===== config.mk =====
export PLATFORM = sky130hd
export DESIGN_NAME = usb3_tx_arbiter_flat
export DESIGN_NICKNAME = d
export VERILOG_FILES = /design/src/rtl/usb3_tx_arbiter_if.sv /design/src/rtl/usb3_tx_arbiter.sv /design/src/flat_wrapper.sv
export SDC_FILE = /design/constraint.sdc
export NUM_CORES = 1
export LEC_CHECK = 0
export BUFFER_PORTS_ARGS = -buffer_cell sky130_fd_sc_hd__buf_2
export CAP_MARGIN = 25
export CORE_MARGIN = 2
export CORE_UTILIZATION = 35
export DETAILED_ROUTE_END_ITERATION = 7
export MAX_ROUTING_LAYER = met4
export PLACE_DENSITY = 0.6
export RECOVER_POWER = 100
export SLEW_MARGIN = 20
export SYNTH_ARGS = -nofsm -noshare
export SYNTH_HDL_FRONTEND = slang
export SYNTH_SLANG_ARGS = --single-unit

===== constraint.sdc =====
create_clock -name local_clk -period 2.7 [get_ports local_clk]
set_clock_uncertainty 0.15 [all_clocks]
set_input_delay 0.54 -clock local_clk [delete_from_list [all_inputs] [get_ports local_clk]]
set_output_delay 0.54 -clock local_clk [all_outputs]
set_load 0.03 [all_outputs]

===== src/rtl/usb3_tx_arbiter_if.sv =====
// Handshake and raw-word bundle between the OS/LP sources, the scrambler and usb3_tx_arbiter.
// The arbiter uses the slave modport; the sources and scrambler side use master.
interface usb3_tx_arbiter_if;
  logic        scr_mode;
  logic        os_req;
  logic [31:0] os_data;
  logic [3:0]  os_datak;
  logic        os_last;
  logic        os_grant;
  logic        lp_req;
  logic [31:0] lp_data;
  logic [3:0]  lp_datak;
  logic        lp_last;
  logic        lp_grant;
  logic        raw_stall;
  logic [31:0] raw_data;
  logic [3:0]  raw_datak;
  logic        raw_active;
  logic        scr_enable;

  modport master (
    output scr_mode, os_req, os_data, os_datak, os_last,
    output lp_req, lp_data, lp_datak, lp_last, raw_stall,
    input  os_grant, lp_grant, raw_data, raw_datak, raw_active, scr_enable
  );

  modport slave (
    input  scr_mode, os_req, os_data, os_datak, os_last,
    input  lp_req, lp_data, lp_datak, lp_last, raw_stall,
    output os_grant, lp_grant, raw_data, raw_datak, raw_active, scr_enable
  );
endinterface


===== src/rtl/usb3_tx_arbiter.sv =====
// Packet-locked OS/LP arbiter feeding the USB3 scrambler, with burst-limited idle gaps.
// Define USB3_TX_ARB_RR_EN for round-robin between OS and LP; default is OS-over-LP priority.
module usb3_tx_arbiter #(
  parameter int unsigned MAX_BURST = 64,
  parameter int unsigned IDLE_GAP  = 2
) (
  input logic              local_clk,
  input logic              reset_n,
  usb3_tx_arbiter_if.slave bus
);

  localparam logic [1:0] StIdle = 2'd0;
  localparam logic [1:0] StOs   = 2'd1;
  localparam logic [1:0] StLp   = 2'd2;
  localparam logic [1:0] StGap  = 2'd3;

  logic [1:0]  state_q, state_d;
  logic [6:0]  burst_q, burst_d, burst_inc;
  logic [6:0]  gap_q, gap_d;
  logic        en_q, en_d;
  logic [31:0] raw_data_q, raw_data_d;
  logic [3:0]  raw_datak_q, raw_datak_d;
  logic        raw_active_q;
  logic        os_gnt, lp_gnt, xfer, sel_last, limit;

`ifdef USB3_TX_ARB_RR_EN
  logic rr_q, rr_d;  // 1: LP wins the next simultaneous contest
`endif

  always_comb begin
    os_gnt = 1'b0;
    lp_gnt = 1'b0;
    unique case (state_q)
      StIdle: begin
`ifdef USB3_TX_ARB_RR_EN
        if (bus.os_req && bus.lp_req) begin
          os_gnt = ~rr_q;
          lp_gnt = rr_q;
        end else begin
          os_gnt = bus.os_req;
          lp_gnt = bus.lp_req;
        end
`else
        os_gnt = bus.os_req;
        lp_gnt = bus.lp_req & ~bus.os_req;
`endif
      end
      StOs:    os_gnt = bus.os_req;
      StLp:    lp_gnt = bus.lp_req;
      default: ;
    endcase
    if (!reset_n) begin
      os_gnt = 1'b0;
      lp_gnt = 1'b0;
    end
  end

  assign bus.os_grant = os_gnt;
  assign bus.lp_grant = lp_gnt;

  assign xfer      = os_gnt | lp_gnt;
  assign sel_last  = os_gnt ? bus.os_last : bus.lp_last;
  assign burst_inc = (burst_q == 7'h7f) ? burst_q : burst_q + 7'd1;
  assign limit     = 32'(burst_inc) >= MAX_BURST;

  always_comb begin
    state_d = state_q;
    burst_d = burst_q;
    gap_d   = gap_q;
    if (xfer) burst_d = burst_inc;
    unique case (state_q)
      StIdle: begin
        if (xfer) begin
          if (sel_last) state_d = limit ? StGap : StIdle;
          else          state_d = os_gnt ? StOs : StLp;
        end else begin
          burst_d = 7'd0;
        end
      end
      StOs, StLp: begin
        if (xfer && sel_last) state_d = limit ? StGap : StIdle;
      end
      default: begin
        gap_d = (gap_q == 7'd0) ? 7'd0 : gap_q - 7'd1;
        // Exit once the count reaches zero, unless the scrambler is still inserting SKP.
        if (gap_d == 7'd0 && !bus.raw_stall) begin
          state_d = StIdle;
          burst_d = 7'd0;
        end
      end
    endcase
    if (state_d == StGap && state_q != StGap) gap_d = 7'(IDLE_GAP);
  end

  always_comb begin
    en_d        = (state_q == StIdle && !xfer) ? bus.scr_mode : en_q;
    raw_data_d  = 32'd0;
    raw_datak_d = 4'd0;
    if (os_gnt) begin
      raw_data_d  = bus.os_data;
      raw_datak_d = bus.os_datak;
    end else if (lp_gnt) begin
      raw_data_d  = bus.lp_data;
      raw_datak_d = bus.lp_datak;
    end
  end

`ifdef USB3_TX_ARB_RR_EN
  assign rr_d = (xfer && sel_last) ? os_gnt : rr_q;

  always_ff @(posedge local_clk) begin
    if (!reset_n) rr_q <= 1'b0;
    else          rr_q <= rr_d;
  end
`endif

  always_ff @(posedge local_clk) begin
    if (!reset_n) begin
      state_q      <= StIdle;
      burst_q      <= 7'd0;
      gap_q        <= 7'd0;
      en_q         <= 1'b0;
      raw_data_q   <= 32'd0;
      raw_datak_q  <= 4'd0;
      raw_active_q <= 1'b0;
    end else begin
      state_q      <= state_d;
      burst_q      <= burst_d;
      gap_q        <= gap_d;
      en_q         <= en_d;
      raw_data_q   <= raw_data_d;
      raw_datak_q  <= raw_datak_d;
      raw_active_q <= xfer;
    end
  end

  assign bus.raw_data   = raw_data_q;
  assign bus.raw_datak  = raw_datak_q;
  assign bus.raw_active = raw_active_q;
  assign bus.scr_enable = en_q;

endmodule


===== src/flat_wrapper.sv =====
// flat-port wrapper written by rule: the top's interface ports become plain ports
module usb3_tx_arbiter_flat 
#(
  parameter int unsigned MAX_BURST = 64,
  parameter int unsigned IDLE_GAP  = 2
)
  (local_clk, reset_n, bus_scr_mode, bus_os_req, bus_os_data, bus_os_datak, bus_os_last, bus_lp_req, bus_lp_data, bus_lp_datak, bus_lp_last, bus_raw_stall, bus_os_grant, bus_lp_grant, bus_raw_data, bus_raw_datak, bus_raw_active, bus_scr_enable);
  usb3_tx_arbiter_if bus_i ();
  input logic local_clk;
  input logic reset_n;
  input wire logic [$bits(bus_i.scr_mode)-1:0] bus_scr_mode;
  input wire logic [$bits(bus_i.os_req)-1:0] bus_os_req;
  input wire logic [$bits(bus_i.os_data)-1:0] bus_os_data;
  input wire logic [$bits(bus_i.os_datak)-1:0] bus_os_datak;
  input wire logic [$bits(bus_i.os_last)-1:0] bus_os_last;
  input wire logic [$bits(bus_i.lp_req)-1:0] bus_lp_req;
  input wire logic [$bits(bus_i.lp_data)-1:0] bus_lp_data;
  input wire logic [$bits(bus_i.lp_datak)-1:0] bus_lp_datak;
  input wire logic [$bits(bus_i.lp_last)-1:0] bus_lp_last;
  input wire logic [$bits(bus_i.raw_stall)-1:0] bus_raw_stall;
  output wire logic [$bits(bus_i.os_grant)-1:0] bus_os_grant;
  output wire logic [$bits(bus_i.lp_grant)-1:0] bus_lp_grant;
  output wire logic [$bits(bus_i.raw_data)-1:0] bus_raw_data;
  output wire logic [$bits(bus_i.raw_datak)-1:0] bus_raw_datak;
  output wire logic [$bits(bus_i.raw_active)-1:0] bus_raw_active;
  output wire logic [$bits(bus_i.scr_enable)-1:0] bus_scr_enable;
  assign bus_i.scr_mode = bus_scr_mode;
  assign bus_i.os_req = bus_os_req;
  assign bus_i.os_data = bus_os_data;
  assign bus_i.os_datak = bus_os_datak;
  assign bus_i.os_last = bus_os_last;
  assign bus_i.lp_req = bus_lp_req;
  assign bus_i.lp_data = bus_lp_data;
  assign bus_i.lp_datak = bus_lp_datak;
  assign bus_i.lp_last = bus_lp_last;
  assign bus_i.raw_stall = bus_raw_stall;
  assign bus_os_grant = bus_i.os_grant;
  assign bus_lp_grant = bus_i.lp_grant;
  assign bus_raw_data = bus_i.raw_data;
  assign bus_raw_datak = bus_i.raw_datak;
  assign bus_raw_active = bus_i.raw_active;
  assign bus_scr_enable = bus_i.scr_enable;
  usb3_tx_arbiter #(.MAX_BURST(MAX_BURST), .IDLE_GAP(IDLE_GAP)) u_core (.local_clk(local_clk), .reset_n(reset_n), .bus(bus_i));
endmodule

==> impl_metrics.csv, run 1 <==
group,metric,value,unit
critical_path,cp-start-kind,"flip-flop",
final_layout,final_common_cell,"nand2_1",
critical_path,path_cells,"inv_1, ha_1, o211ai_2, inv_1, buf_4, buf_2",
synth,syn-cell-area,2390,um^2
final_layout,final_cell_mix,"85 x nand2_1, 80 x buf_2, 54 x dfxtp_1, 47 x a21oi_1, 40 x clkbuf_1",
critical_path,path_max_fanout,18,
global_routing,grtUsageMet2,27.8,%
clock_tree,post_cts_buffers,0,
sta,fin_tns_setup,0,ns
global_routing,grt_pass1_vias,2126,
critical_path,cpMostUsedCell,"inv_1",
job,cap_violations,0,
final_layout,final_area,3150,um^2
die,die_x,86.7,um
synth,yosysUniqueCellTypes,43,
critical_path,end_kind,"output pin",
status,status,"complete, no violations",
final_layout,drive_gt1_share,24.9,%
synth,avgSynthCellArea,8.01,um^2
clock_tree,cts_sinks,54,
place,placed_cell_area,3090,um^2
clock_tree,cts_tree,"yes",
sta,period_minus_slack,2.50,ns
critical_path,slowest_stage,"dfxtp_1",
place,place_congestion,0.884,
global_routing,grt_max_degree,37,
route,wire_per_inst,13.2,um
synth,synth-seq-cells,54,
clock_tree,postCtsResizedCells,0,
synth,async_flop_share,0,%
route,first_pass_iters,5,
die,core-area,6720,um^2
global_routing,antenna_found_initial,0,
sta,relSlewSlack,57.8,%
route,viasPerCell,4.89,
sta,worstMarginPinSlew,0.633,ns
synth,synth_edf_count,0,
route,wirelength,6560,um
final_layout,layout.cells.non_filler,497,
critical_path,cp.arrival,1.81,ns
die,die_h,86.7,um
global_routing,use_met3,3.71,%
die,start_util,35.6,%
route,drt_iter0_drc,99,
critical_path,crit_family,"buffers and inverters",
clock_tree,clockBufferDepth,2,
global_routing,grt_pass1_wl,9810,um
route,drc,0,
clock_tree,cts_buffers,5,
power,powerDensity,683,nW/um^2
sta,setup_viol_count_final,0,
die,ios,120,
global_routing,grtUsageTotal,16.7,%
critical_path,rrSetupSlack,0.31,ns
sta,slew_violations,0,
clock_tree,clk_transition_reported_paths,0.10,ns
critical_path,critical_path_class,"flip-flop to output pin",
final_layout,num_antenna_cells,0,
synth,yosysSeqAreaShare,45.1,%
final_layout,final_util,46.9,%
clock_tree,clk_latency,0.30,ns
sta,finalCritPeriodShare,92.4,%
place,port_buffers,119,
sta,grt_setup_unrepaired,"false",
critical_path,max_stage_delay,0.44,ns
synth,synth_ff_type,"dfxtp_1",
route,drt.antenna.violating_nets,0,
place,hpwl,4910,um
clock_tree,postCtsHoldBufs,0,
die,die_area,7520,um^2
sta,max_freq,401,MHz
global_routing,grt_overflow,0,
synth,syn_nets,385,
place,dp.cells,490,
synth,synthCells,299,
route,vias,2431,
synth,yosys_warnings,0,
min_path,holdCritPathClass,"input pin to flip-flop",
final_layout,nets,503,
clock_tree,cts.htree.levels,2,
power,leakage,1.39,nW
sta,hold_viol_final,0,
critical_path,path_buf_inv,4,
final_layout,syn2layout_area_growth,31.6,%
power,vdd_drop_max,0.221,mV
global_routing,gr-usage-met1,20.1,%
die,rows,30,
critical_path,crit_required,2.01,ns
clock_tree,root_buffer,"clkbuf_8",
global_routing,top_usage_layer,"met2",
[final timing paths]
kind,start,to,depth (start not counted)
min reg2reg,u_core.bus.scr_enable,u_core.bus.scr_enable,2
max,u_core.state_q[0],bus_os_grant,6
max reg2reg,u_core.gap_q[0],u_core.burst_q[4],7
min,bus_os_data[3],u_core.bus.raw_data[3],3
[metal layers]
metal	wire [um]	vias up	part of all wire, %
li1	-	1251	-
met1	2890	1074	44
met2	3170	92	48
met3	400	14	6.1
met4	102	0	1.6
met5	0	-	0
[Yosys cell counts (2+ instances only)]
cell / count / share of area, %
nand2_1: 85 / 13
dfxtp_1: 54 / 45
a21oi_1: 47 / 9.8
nor2_1: 15 / 2.4
inv_1: 10 / 1.6
nor3_1: 10 / 2.1
clkbuf_1: 9 / 1.4
ha_1: 6 / 3.1
nand3_1: 6 / 1.3
o21ai_0: 6 / 1.3
buf_1: 4 / 0.63
a21boi_0: 3 / 0.94
buf_2: 3 / 0.63
nor3b_1: 3 / 0.94
o21a_1: 3 / 0.94
xor2_1: 3 / 1.1
a2111oi_0: 2 / 0.73
and3_1: 2 / 0.52
mux2i_1: 2 / 0.84
nand3b_1: 2 / 0.63
o211ai_1: 2 / 0.63
[final cells by class]
cell class	count	area, um^2
Fill cell	697	3570
Multi-Input combinational cell	218	1210
Sequential cell	54	1080
Timing Repair Buffer	128	611
Tap cell	80	100
Clock buffer	6	82.6
Inverter	10	37.5
Clock inverter	1	30.0
[state kept, by name, indices dropped and copies added (netlist names)]
| register | flops |
|---|---|
| u_core.burst_q | 7 |
| u_core.bus.raw_active | 1 |
| u_core.bus.raw_data | 32 |
| u_core.bus.raw_datak | 4 |
| u_core.bus.scr_enable | 1 |
| u_core.gap_q | 7 |
| u_core.state_q | 2 |
[stage by stage]
stage / worst slack (ns) / hold slack, ns / total power, mW
floorplan: 0.216 / 0.309 / 1.40
global placement: 0.404 / 0.332 / 1.63
detailed placement: 0.328 / 0.320 / 1.64
CTS: 0.186 / 0.303 / 2.19
global route: 0.0871 / 0.306 / 2.26
finish: 0.204 / 0.310 / 2.15
[kinds of logic (layout without fill, tap and decap cells)]
| group | count (synthesis) | after routing | synth area share, % |
|---|---|---|---|
| buffers and inverters | 27 | 145 | 4.70 |
| adder cells (fa/ha/maj) | 6 | 6 | 3.13 |
| multiplexers | 2 | 2 | 0.836 |
| AO/OA/AOI/OAI | 75 | 75 | 20.3 |
| AND/OR/NAND/NOR | 132 | 132 | 24.8 |
| flip-flops | 54 | 54 | 45.1 |
| XOR/XNOR | 3 | 3 | 1.10 |
[power breakdown]
| group | switching (mW) | total, mW | internal (mW) |
|---|---|---|---|
| Combinational | 0.460 | 0.672 | 0.212 |
| Clock | 0.259 | 0.556 | 0.297 |
| Sequential | 0.0363 | 0.922 | 0.886 |
[worst reg2reg max path: stages, from the launching register on]
cell,delay [ns]
dfxtp_1,0.44
inv_1,0.11
ha_1,0.34
o21ai_0,0.11
a2111oi_0,0.41
nor3_1,0.18
o311ai_4,0.42
nor3_1,0.11
Note: power is estimated with default switching activity, not from simulation.
==> run 2: changes to the inputs <==
Settings changed: REMOVE_ABC_BUFFERS set to 1.
==> run 2 against run 1 <==
Net effect: critical endpoint unchanged; sequential share of layout area is 0.15 points higher; wire length is 1.2% lower; sequential power hardly changed; via count is 0.90% higher; fmax is 1.9% lower; cell count is 0.40% lower; global-route usage is 0.12 points higher; setup slack worse by 0.048 ns; non-clock buffer count is 3 lower; register-to-register slack hardly changed; die area stayed put; worst hold slack worse by 0.0017 ns.
==> impl_metrics.csv, run 2 (synthesized netlist as in run 1, its figures left out) <==
group,metric,value,unit
status,status,"complete, no violations",
route,wl_met3,450,um
critical_path,r2r_start,"u_core.gap_q[0]",
sta,worstMarginPinSlew,0.542,ns
critical_path,cp.arrival,1.85,ns
final_layout,final_cell_mix,"85 x nand2_1, 80 x buf_2, 54 x dfxtp_1, 47 x a21oi_1, 39 x clkbuf_1",
critical_path,path_max_fanout,38,
final_layout,num_antenna_cells,0,
place,placed_cell_area,3070,um^2
sta,setup_viol_count_final,0,
die,die_x,86.7,um
critical_path,rrSetupSlack,0.30,ns
place,port_buffers,119,
min_path,hp-start,"bus_os_data[19]",
die,die_area,7520,um^2
route,wire_per_inst,13.1,um
clock_tree,cts_tree,"yes",
min_path,holdCritPathClass,"input pin to flip-flop",
critical_path,crit_family,"buffers and inverters",
global_routing,grt_pass1_vias,2163,
critical_path,path_cells,"inv_1, ha_2, o211ai_2, inv_1, buf_6, clkbuf_2",
power,leakage,1.38,nW
route,vias,2453,
die,start_util,35.6,%
final_layout,largest_reg_flops,32,
job,cap_violations,0,
critical_path,slowest_stage,"dfxtp_1",
final_layout,nets,500,
clock_tree,cts_sinks,54,
clock_tree,clockBufferDepth,2,
die,ios,120,
sta,finalCritPeriodShare,94.2,%
sta,period_minus_slack,2.54,ns
global_routing,grt_max_degree,41,
clock_tree,root_buffer,"clkbuf_8",
place,hpwl,4740,um
critical_path,max_stage_delay,0.36,ns
clock_tree,clk_latency,0.30,ns
min_path,hold_path_end,"u_core.bus.raw_data[19]",
sta,hold_ws,0.309,ns
route,drt_iter0_drc,82,
critical_path,cp-start-kind,"flip-flop",
sta,grt_setup_unrepaired,"false",
power,powerDensity,677,nW/um^2
die,rows,30,
sta,hold_viol_final,0,
die,core-area,6720,um^2
place,place_congestion,0.826,
route,drt-met1-wl,2770,um
clock_tree,clk_transition_reported_paths,0.10,ns
die,die_h,86.7,um
route,highest_layer,"met4",
power,power,2.12,mW
route,first_pass_iters,4,
sta,layout_setup_ws,0.156,ns
global_routing,grt_overflow,0,
clock_tree,cts_buffers,5,
final_layout,final_common_cell,"nand2_1",
sta,max_freq,393,MHz
sta,relSlewSlack,63.6,%
critical_path,reg2reg_to,"u_core.burst_q[4]",
place,pre_cts_ws,0.298,ns
power,vdd_drop_max,0.319,mV
critical_path,path_buf_inv,4,
final_layout,syn2layout_area_growth,31.0,%
sta,slew_violations,0,
critical_path,end_kind,"output pin",
final_layout,drive_gt1_share,25.1,%
global_routing,grt_pass1_wl,9850,um
final_layout,final_area,3140,um^2
critical_path,critical_path_class,"flip-flop to output pin",
route,wirelength,6480,um
critical_path,crit_required,2.01,ns
route,drc,0,
route,viasPerCell,4.96,
critical_path,ff2ff_path_depth,7,
clock_tree,postCtsHoldBufs,0,
critical_path,cpMostUsedCell,"inv_1",
clock_tree,cts.htree.levels,2,
global_routing,grtUsageTotal,16.9,%
route,wl_met2,3110,um
min_path,hold_path_depth,3,
route,drt.antenna.violating_nets,0,
global_routing,antenna_found_initial,0,
final_layout,fill_cells,712,
run 2: cell types whose count changed in the layout (fill, tap and decap cells not counted), sizes merged:
cell      before  now
buf           88   86
clkbuf        46   45
clkinvlp       0    1
run 2: final cells by class:
cell class	count	area (um^2)	share of cell area [%]
clock buffers	6	72.6	2.31
multi-input cells	218	1210	38.6
flip-flops and latches	54	1080	34.5
well taps	80	100	3.19
clock inverters	2	37.5	1.20
inverters	10	37.5	1.20
repair buffers	125	597	19.0
run 2: worst reg2reg max path: stages, from the launching register on:
cell	delay, ns
dfxtp_1	0.43
inv_1	0.11
ha_1	0.35
o21ai_0	0.09
a2111oi_0	0.42
nor3_1	0.18
o311ai_4	0.45
nor3_1	0.11
run 2: worst max-delay path by stage:
stage,start,cells after the start,to
finish,u_core.state_q[1],6,bus_os_grant
global route,u_core.state_q[1],6,bus_os_grant
CTS,u_core.state_q[1],6,bus_os_grant
detailed placement,u_core.state_q[1],9,u_core.gap_q[1]
global placement,u_core.state_q[0],9,u_core.gap_q[1]
floorplan,u_core.state_q[0],8,u_core.gap_q[1]
run 2: power by group:
| group | switching [mW] | internal (mW) |
|---|---|---|
| registers | 0.0350 | 0.886 |
| clock network | 0.261 | 0.277 |
| logic | 0.458 | 0.208 |
run 2: layer usage:
| metal | up-vias | track usage (%) |
|---|---|---|
| met1 | 1101 | 18.4 |
| met2 | 92 | 29.5 |
| li1 | 1245 | - |
| met4 | 0 | 7.10 |
| met3 | 15 | 3.71 |
| met5 | - | - |
run 2: what timing repair did:
item,4_1_cts,5_1_grt
cloned,0,0
endpoints found under the setup margin,1,1
resized for setup,1,1
setup buffers,0,0
run 2: metrics by stage:
step | util (%) | TNS [ns] | std cells
floorplan | - | -18.63 | 282
global placement | 45.7 | 0 | 487
detailed placement | 45.7 | 0 | 487
CTS | 47.4 | 0 | 495
global route | 46.7 | 0 | 495
finish | 46.7 | 0 | 495
